$ cat config.mk
export PLATFORM = sky130hd
export DESIGN_NAME = mpt_mem_read_stage_v2
export DESIGN_NICKNAME = d
export VERILOG_FILES = /design/src/rtl/mpt_pkg.sv /design/src/rtl/mpt_sync_fifo.sv /design/src/rtl/mpt_mem_read_stage_v2.sv
export SDC_FILE = /design/constraint.sdc
export NUM_CORES = 1
export LEC_CHECK = 0
export ABC_AREA = 1
export CELL_PAD_IN_SITES_DETAIL_PLACEMENT = 0
export CELL_PAD_IN_SITES_GLOBAL_PLACEMENT = 1
export CORE_UTILIZATION = 47
export CTS_CLUSTER_SIZE = 14
export DETAILED_ROUTE_END_ITERATION = 8
export PLACE_DENSITY_LB_ADDON = 0.1
export SLEW_MARGIN = 10
export SYNTH_ARGS = -nofsm -noshare
export SYNTH_HDL_FRONTEND = slang
export SYNTH_HIERARCHICAL = 1
export SYNTH_SLANG_ARGS = --single-unit
$ cat constraint.sdc
create_clock -name clk_i -period 5.78 [get_ports clk_i]
set_input_delay 0.578 -clock clk_i [delete_from_list [all_inputs] [get_ports clk_i]]
set_output_delay 0.578 -clock clk_i [all_outputs]
set_load 0.01 [all_outputs]
$ cat src/rtl/mpt_pkg.sv
// mpt_pkg: walker transaction type, stage FSM states and the response merge helper.
package mpt_pkg;
  localparam int SPA_W = 16;
  localparam int RPA_W = 16;
  typedef struct packed {
    logic [RPA_W-1:0] rpa;
    logic [SPA_W-1:0] spa;
  } mptw_transaction_t;
  typedef enum logic {RUN, DRAIN} mpt_state_e;
  function automatic mptw_transaction_t with_rpa(mptw_transaction_t t, logic [RPA_W-1:0] rpa);
    with_rpa = t;
    with_rpa.rpa = rpa;
  endfunction
endpackage

$ cat src/rtl/mpt_sync_fifo.sv
// mpt_sync_fifo: circular-buffer FIFO; a pushed entry is visible the cycle after, sync clear.
module mpt_sync_fifo #(
  parameter int WIDTH = 32,
  parameter int DEPTH = 4
) (
  input  logic                           clk_i,
  input  logic                           rst_ni,
  input  logic                           clr,
  input  logic                           push,
  input  logic [WIDTH-1:0]               wdata,
  input  logic                           pop,
  output logic [WIDTH-1:0]               rdata,
  output logic [$clog2(DEPTH+1)-1:0]     count
);
  localparam int AW = DEPTH > 1 ? $clog2(DEPTH) : 1;
  localparam int CW = $clog2(DEPTH + 1);
  logic [WIDTH-1:0] mem [DEPTH];
  logic [AW-1:0] rptr, wptr;
  logic do_push, do_pop;
  function automatic logic [AW-1:0] inc(logic [AW-1:0] p);
    return p == AW'(DEPTH - 1) ? '0 : p + AW'(1);
  endfunction
  assign do_push = push && count != CW'(DEPTH);
  assign do_pop = pop && count != '0;
  assign rdata = count != '0 ? mem[rptr] : '0;
  always_ff @(posedge clk_i) begin
    if (!rst_ni || clr) begin
      rptr <= '0;
      wptr <= '0;
      count <= '0;
    end else begin
      if (do_push) wptr <= inc(wptr);
      if (do_pop) rptr <= inc(rptr);
      count <= count + CW'(do_push) - CW'(do_pop);
    end
  end
  always_ff @(posedge clk_i) if (do_push) mem[wptr] <= wdata;
endmodule

$ cat src/rtl/mpt_mem_read_stage_v2.sv
// mpt_mem_read_stage_v2: issues one memory read per walker transaction, returns responses in order,
// and on flush drains still-outstanding reads before accepting new work.
module mpt_mem_read_stage_v2
  import mpt_pkg::*;
#(
  parameter int PIPELINE_SLAVE_DATA_WIDTH  = 32,
  parameter int PIPELINE_MASTER_DATA_WIDTH = 32,
  parameter int MAX_OUTSTANDING            = 4,
  parameter int RESP_FIFO_DEPTH            = 4,
  parameter int MEMORY_DATA_WIDTH          = 32,
  parameter int MEMORY_ADDR_WIDTH          = 32
) (
  input  logic                                  clk_i,
  input  logic                                  rst_ni,
  input  logic                                  flush_i,
  input  logic                                  stage_slave_valid,
  output logic                                  stage_slave_ready,
  input  logic [PIPELINE_SLAVE_DATA_WIDTH-1:0]  stage_slave_data,
  output logic                                  stage_master_valid,
  input  logic                                  stage_master_ready,
  output logic [PIPELINE_MASTER_DATA_WIDTH-1:0] stage_master_data,
  output logic                                  memory_master_mem_req,
  input  logic                                  memory_master_mem_gnt,
  output logic [MEMORY_ADDR_WIDTH-1:0]          memory_master_mem_addr,
  input  logic                                  memory_master_mem_valid,
  input  logic [MEMORY_DATA_WIDTH-1:0]          memory_master_mem_rdata,
  output logic                                  memory_master_mem_we,
  output logic [MEMORY_DATA_WIDTH/8-1:0]        memory_master_mem_be,
  output logic [MEMORY_DATA_WIDTH-1:0]          memory_master_mem_wdata
);
  localparam int OW = $clog2(MAX_OUTSTANDING + 1);
  localparam int RCW = $clog2(RESP_FIFO_DEPTH + 1);
  mpt_state_e state, state_nxt;
  logic [OW-1:0] outstanding, drop_cnt, drop_nxt, pend_count;
  logic [RCW-1:0] resp_count;
  logic armed, live, run, credit, grant, take, flush_run, unused_bits;
  mptw_transaction_t slave_txn, pend_head, resp_head;
  // armed keeps every output quiet for the first cycle after reset
  assign live = rst_ni && armed;
  assign run = state == RUN;
  assign slave_txn = stage_slave_data;
  assign credit = outstanding < OW'(MAX_OUTSTANDING) &&
                  int'(outstanding) + int'(resp_count) < RESP_FIFO_DEPTH;
  assign memory_master_mem_req = live && run && !flush_i && stage_slave_valid && credit;
  assign memory_master_mem_addr = memory_master_mem_req ? MEMORY_ADDR_WIDTH'(slave_txn.spa) : '0;
  assign grant = memory_master_mem_req && memory_master_mem_gnt;
  assign stage_slave_ready = grant;
  assign take = run && !flush_i && memory_master_mem_valid && outstanding != '0;
  assign flush_run = run && flush_i;
  assign drop_nxt = outstanding - OW'(memory_master_mem_valid && outstanding != '0);
  assign stage_master_valid = live && resp_count != '0;
  assign stage_master_data = stage_master_valid ? resp_head : '0;
  assign memory_master_mem_we = 1'b0;
  assign memory_master_mem_be = '0;
  assign memory_master_mem_wdata = '0;
  assign unused_bits = ^{memory_master_mem_rdata[MEMORY_DATA_WIDTH-1:RPA_W], pend_count};
  always_comb
    state_nxt = flush_run ? (drop_nxt != '0 ? DRAIN : RUN) :
                (!run && memory_master_mem_valid && drop_cnt == OW'(1)) ? RUN : state;
  always_ff @(posedge clk_i) state <= !rst_ni ? RUN : state_nxt;
  always_ff @(posedge clk_i) begin
    if (!rst_ni) begin
      armed <= 1'b0;
      outstanding <= '0;
      drop_cnt <= '0;
    end else begin
      armed <= 1'b1;
      outstanding <= flush_run ? '0 : outstanding + OW'(grant) - OW'(take);
      drop_cnt <= flush_run ? drop_nxt :
                  (!run && memory_master_mem_valid && drop_cnt != '0) ? drop_cnt - OW'(1) : drop_cnt;
    end
  end
  stray_resp: cover property (@(posedge clk_i) rst_ni && run && memory_master_mem_valid && outstanding == '0);
  mpt_sync_fifo #(.WIDTH($bits(mptw_transaction_t)), .DEPTH(MAX_OUTSTANDING)) u_pend (
    .clk_i(clk_i), .rst_ni(rst_ni), .clr(flush_run), .push(grant), .wdata(slave_txn),
    .pop(take), .rdata(pend_head), .count(pend_count)
  );
  mpt_sync_fifo #(.WIDTH($bits(mptw_transaction_t)), .DEPTH(RESP_FIFO_DEPTH)) u_resp (
    .clk_i(clk_i), .rst_ni(rst_ni), .clr(flush_run), .push(take),
    .wdata(with_rpa(pend_head, memory_master_mem_rdata[RPA_W-1:0])),
    .pop(stage_master_valid && stage_master_ready), .rdata(resp_head), .count(resp_count)
  );
endmodule

== Yosys cells after proc, flatten, opt, wreduce, memory -nomap -nowiden ==
Memory sizes are Yosys's and may differ from the RTL's. A register that Yosys moved wholly into a read port is not among the register bits.
Index checks and enable logic that the tools add are counted.

* Memories kept: 2
* Word-level logic and storage cells: 90
* Input bits: 71
* Register bits after elaboration: 22
* RAM bits: 256

* Multiplexer cells: 22
* Reduce and logical (&&, ||, !) cells: 32
* Add/sub/neg operators: 13
* Bitwise gates (word level): 2
* Equal/unequal tests: 7
* Order comparisons: 2

{| class="wikitable"
|+ Memory list
! memory !! words !! width !! read ports !! clocked after memory_dff !! write ports !! line !! text
|-
| u_pend.mem || 4 || 32 || 1 || 1 || 1 || mpt_sync_fifo.sv:17 || <nowiki>logic [WIDTH-1:0] mem [DEPTH];</nowiki>
|-
| u_resp.mem || 4 || 32 || 1 || 1 || 1 || mpt_sync_fifo.sv:17 ||
|}

{| class="wikitable"
|+ Operators with widths
! cell !! number
|-
| $mux W32 || 2
|-
| $mux W16 || 2
|-
| $logic_and A1 B1 Y1 || 21
|-
| $mux W2 || 8
|-
| $reduce_bool A3 Y1 || 5
|-
| $sub A3 B1 Y3 || 4
|-
| $add A3 B1 Y3 || 3
|-
| $add A2 B1 Y2 const B || 4
|-
| $eq A2 B2 Y1 const B || 4
|-
| $mux W1 || 8
|-
| $mux W3 || 2
|-
| $ne A3 B3 Y1 const B || 2
|-
| $add A3 B3 Y4 || 1
|-
| $lt A4 B3 Y1 const B || 1
|-
| $reduce_bool A2 Y1 || 2
|-
| $eq A3 B1 Y1 const B || 1
|-
| $lt A3 B3 Y1 const B || 1
|-
| $sub A3 B1 Y3 const B || 1
|-
| $logic_not A1 Y1 || 2
|-
| $not A1 Y1 || 2
|-
| $reduce_or A2 Y1 || 1
|-
| $logic_or A1 B1 Y1 || 1
|}

== Depth between registers and ports, before layout ==
* Word-level depth: 9
* Mapped depth: 17
* Mapped depth without buffers: 17

== Modules after synthesis ==
The synthesis kept the hierarchy.

{| class="wikitable"
|+ Modules (own cells, without submodules)
! module !! area an instance (um^2) !! cells each !! instances
|-
| mpt_sync_fifo || 5,833.1 || 575 || 2
|-
| mpt_mem_read_stage_v2 || 1,549.0 || 255 || 1
|}

== Worst setup path before layout ==
Ideal clock, no wire load.

* Path type: register -> register
* From: register u_resp.count[1]
* To: memory u_pend.mem[0][0] (enable)
* Clock period less this slack: 3.333 ns
* Path buffers: 0
* Arrival: 2.912 ns
* Setup slack: 2.447 ns
* Required time: 5.359 ns
* Cell stages (with the launch flop): 9
* Cells stage by stage: dfxtp_1 > ha_1 > nand2_1 > nor2_1 > nor2_2 > nand3_4 > nor2_1 > nand2_1 > nor2_1

* Cells in the longest elaborated chain, start to end: 8

{| class="wikitable"
|+ RTL lines
! element !! line !! text
|-
| start: declaration || mpt_sync_fifo.sv:13 || <nowiki>output logic [$clog2(DEPTH+1)-1:0] count</nowiki>
|-
| start signal: assignment || mpt_sync_fifo.sv:34 || <nowiki>count <= count + CW'(do_push) - CW'(do_pop);</nowiki>
|-
| $add A3 B3 Y4 || mpt_mem_read_stage_v2.sv:43 || <nowiki>int'(outstanding) + int'(resp_count) < RESP_FIFO_DEPTH;</nowiki>
|-
| $lt A4 B3 Y1 || mpt_mem_read_stage_v2.sv:43 ||
|-
| $logic_and A1 B1 Y1 || mpt_mem_read_stage_v2.sv:42 || <nowiki>assign credit = outstanding < OW'(MAX_OUTSTANDING) &&</nowiki>
|-
| $logic_and A1 B1 Y1 || mpt_mem_read_stage_v2.sv:44 || <nowiki>assign memory_master_mem_req = live && run && !flush_i && stage_slave_valid && credit;</nowiki>
|-
| $logic_and A1 B1 Y1 || mpt_mem_read_stage_v2.sv:46 || <nowiki>assign grant = memory_master_mem_req && memory_master_mem_gnt;</nowiki>
|-
| named net stage_slave_ready || mpt_mem_read_stage_v2.sv:17 || <nowiki>output logic stage_slave_ready,</nowiki>
|-
| $logic_and A1 B1 Y1 || mpt_sync_fifo.sv:23 || <nowiki>assign do_push = push && count != CW'(DEPTH);</nowiki>
|-
| $mux W1 || mpt_sync_fifo.sv:37 || <nowiki>always_ff @(posedge clk_i) if (do_push) mem[wptr] <= wdata;</nowiki>
|-
| $mux W1 (implied by the code) || mpt_sync_fifo.sv:37 ||
|-
| end: declaration || mpt_sync_fifo.sv:17 ||
|}

The timed path passes the listed nets, and every way through them passes these cells.

==> results.md <==
* Outcome: complete, but fails checks
* Failing checks: DRC
* Via density at between 4 and 5
* Post-CTS Setup Repair Bufs at 0
* Max cap viols at 0
* Max Clock Skew at 10.9 ps
* Worst-Skew Late Latency at about 510 ps
* DIE HEIGHT at between 150 and 200 um
* Antenna violations before repair at 0
* Setup TNS at 0 ps
* Final Cycle Share at a little over three fifths
* Reg-to-Reg Start: outstanding[1]
* Final setup violation count at 0
* Post-route insts no fill at around 1500
* Final hold violation count at 0
* DRT Wirelength at approximately 18000 um
* Clock sinks at about 220
* DR iter-0 viols at around 300
* Via count at roughly 6600
* Cell area after placement at 11400 um2
* Htree depth at 1
* Crit-path cells: buf_4, nor2_1, nor2_1, nand2_1, a21oi_1, inv_1, nor2_1, clkdlybuf4s50_1
* Std-Cell Rows at 54
* CP Max Fanout at between 80 and 90
* Placer Congestion at approximately 0.75
* Slew headroom at between 20 and 30%
* Crit end category: output port
* Max frequency at approximately 270 MHz
* DRC viols at 20
* Clock slew at reported path FFs at 60 ps
* HP Class: flop to flop
* Fin. max-slew vios at 0
* CTS Buf Count at 24
* Hold_sp: drop_cnt[1]
* Core Region at ~22000 um2
* Post-layout worst setup margin at ~2100 ps
* Arr. time, crit path at ~3000 ps
* CP required at ~5200 ps
* Leakage at 4.87 nW
* Post-layout min period at 3650 ps
* # IOs at between 150 and 200
* Antenna cells at 0
* CP max stage delay at ~860 ps
* Die Wd at approximately 150 um
* Unrepaired setup endpoints after global routing: false
* NumNets Final at 1331
* Bufs on Longest Clock Path at 3
* VDD IR max at 0.000221 V
* Vias in the first global route at between 6000 and 7000
* Final Core Density at roughly 56%
* Total Power at about 3.4 mW
* Global-route wire length before repair at roughly 31000 um
* CP startpoint kind: flop
* Syn_area_per_cell at approximately 9.1 um2
* Final ANT Viol Nets at 0
* Global-route usage over all layers at between 10% and 20%
* Most numerous cell on the critical path: nor2_1
* DIE AREA at about 23000 um2
* Post-CTS sizing at 0
* Syn-to-layout area delta at 16.1%
* Gr ovfl total at 0
* CTS tree: yes
* IO Port Bufs at between 80 and 90
* Share of cells above drive strength 1 at between 6 and 7%
* Post-Synthesis Cells at ~1200
* Worst-margin pin slew at 1090 ps
* Initial Util at between 40% and 50%
* Critical Path Slowest Stage Cell: dfxtp_4
* P per Cell Area at 277 nW/um2
* Fin area at 12300 um2
* Cts hold-fix bufs at 0
* Worst hold margin at about 470 ps
* Hpwl dp at approximately 11000 um
* Syn. warnings at 6
* Drt pass-1 iters at 7
* Largest net degree at the start of global routing at a little under 90
* Wire per inst at 12.1 um
* Placed Cells at approximately 1500
* Root buffer cell: clkbuf_16
* Critical path type: flop to output port
* Place WS at about 2000 ps
* Synthesized area at 10600 um2
sequential cells by signal (all words and copies together) (netlist names), named ones only:
name and flops:
u_pend/rptr 2, u_resp/wptr 2, outstanding 3, state 1
armed 1, u_pend/wptr 2, u_resp/mem 128, u_resp/rptr 2
drop_cnt 3, u_pend/mem 64, u_resp/count 3, u_pend/count 3
final cells by class:
cell class | count | area [um2]
clock inverter | 17 | 218
sequential | 218 | 6290
clock buffer | 27 | 633
tap | 280 | 350
fill | 2034 | 9680
inverter | 204 | 766
timing repair buffer | 95 | 936
multi-input combinational | 693 | 3090
cell usage in the layout, fill, tap and decap left out:
| cell type | n |
|---|---|
| nor3_1 | 2 |
| a21oi_2 | 1 |
| nor2_4 | 14 |
| nor2_2 | 6 |
| buf_4 | 6 |
| dfxtp_2 | 1 |
| nand2_1 | 241 |
| dfxtp_1 | 24 |
| nor2_1 | 278 |
| conb_1 | 53 |
| dfxtp_4 | 1 |
| o21ai_1 | 1 |
| bufinv_16 | 5 |
| ha_1 | 21 |
| clkinvlp_4 | 4 |
| edfxtp_1 | 192 |
| clkbuf_1 | 2 |
| inv_2 | 9 |
| a21oi_1 | 52 |
| fa_1 | 3 |
| nand3_1 | 8 |
| xor2_1 | 3 |
| clkdlybuf4s50_1 | 89 |
| inv_1 | 195 |
| nand3_4 | 1 |
| inv_6 | 1 |
| clkbuf_16 | 25 |
| clkinv_1 | 5 |
| nand3b_1 | 3 |
| o21ai_0 | 3 |
| nand2_2 | 2 |
| and2_1 | 1 |
| clkinv_2 | 2 |
per-layer routing:
| metal | part of all wire [%] | vias up | global-route usage (%) |
|---|---|---|---|
| met5 | 0 | - | 0 |
| met3 | 4.1 | 28 | 2.28 |
| li1 | - | 3591 | - |
| met1 | 46 | 2866 | 21.4 |
| met2 | 48 | 118 | 29.3 |
| met4 | 1.8 | 0 | 4.66 |
power by group:
part	internal (mW)	leakage, nW	total [mW]	switching (mW)
logic	0.0379	2.44	0.0957	0.0578
registers	1.71	2.02	1.71	0.00188
clock network	1.01	0.402	1.59	0.581
path summary, 6_finish.rpt:
| path | depth (start not counted) | end | slack (ps) |
|---|---|---|---|
| max | 8 | stage_master_data[31] | 2130 |
| min | 2 | drop_cnt[1] | 470 |
| max reg2reg | 17 | u_pend/count[2] | 2560 |
| min reg2reg | 2 | drop_cnt[1] | 470 |
critical path, delay by kind of cell (launching register included):
| family | cells | cell delay, ps |
|---|---|---|
| AO/OA/AOI/OAI | 1 | 140 |
| buffers and inverters | 3 | 1120 |
| flip-flops | 1 | 860 |
| AND/OR/NAND/NOR | 4 | 400 |
(Power assumes the default switching activity.)
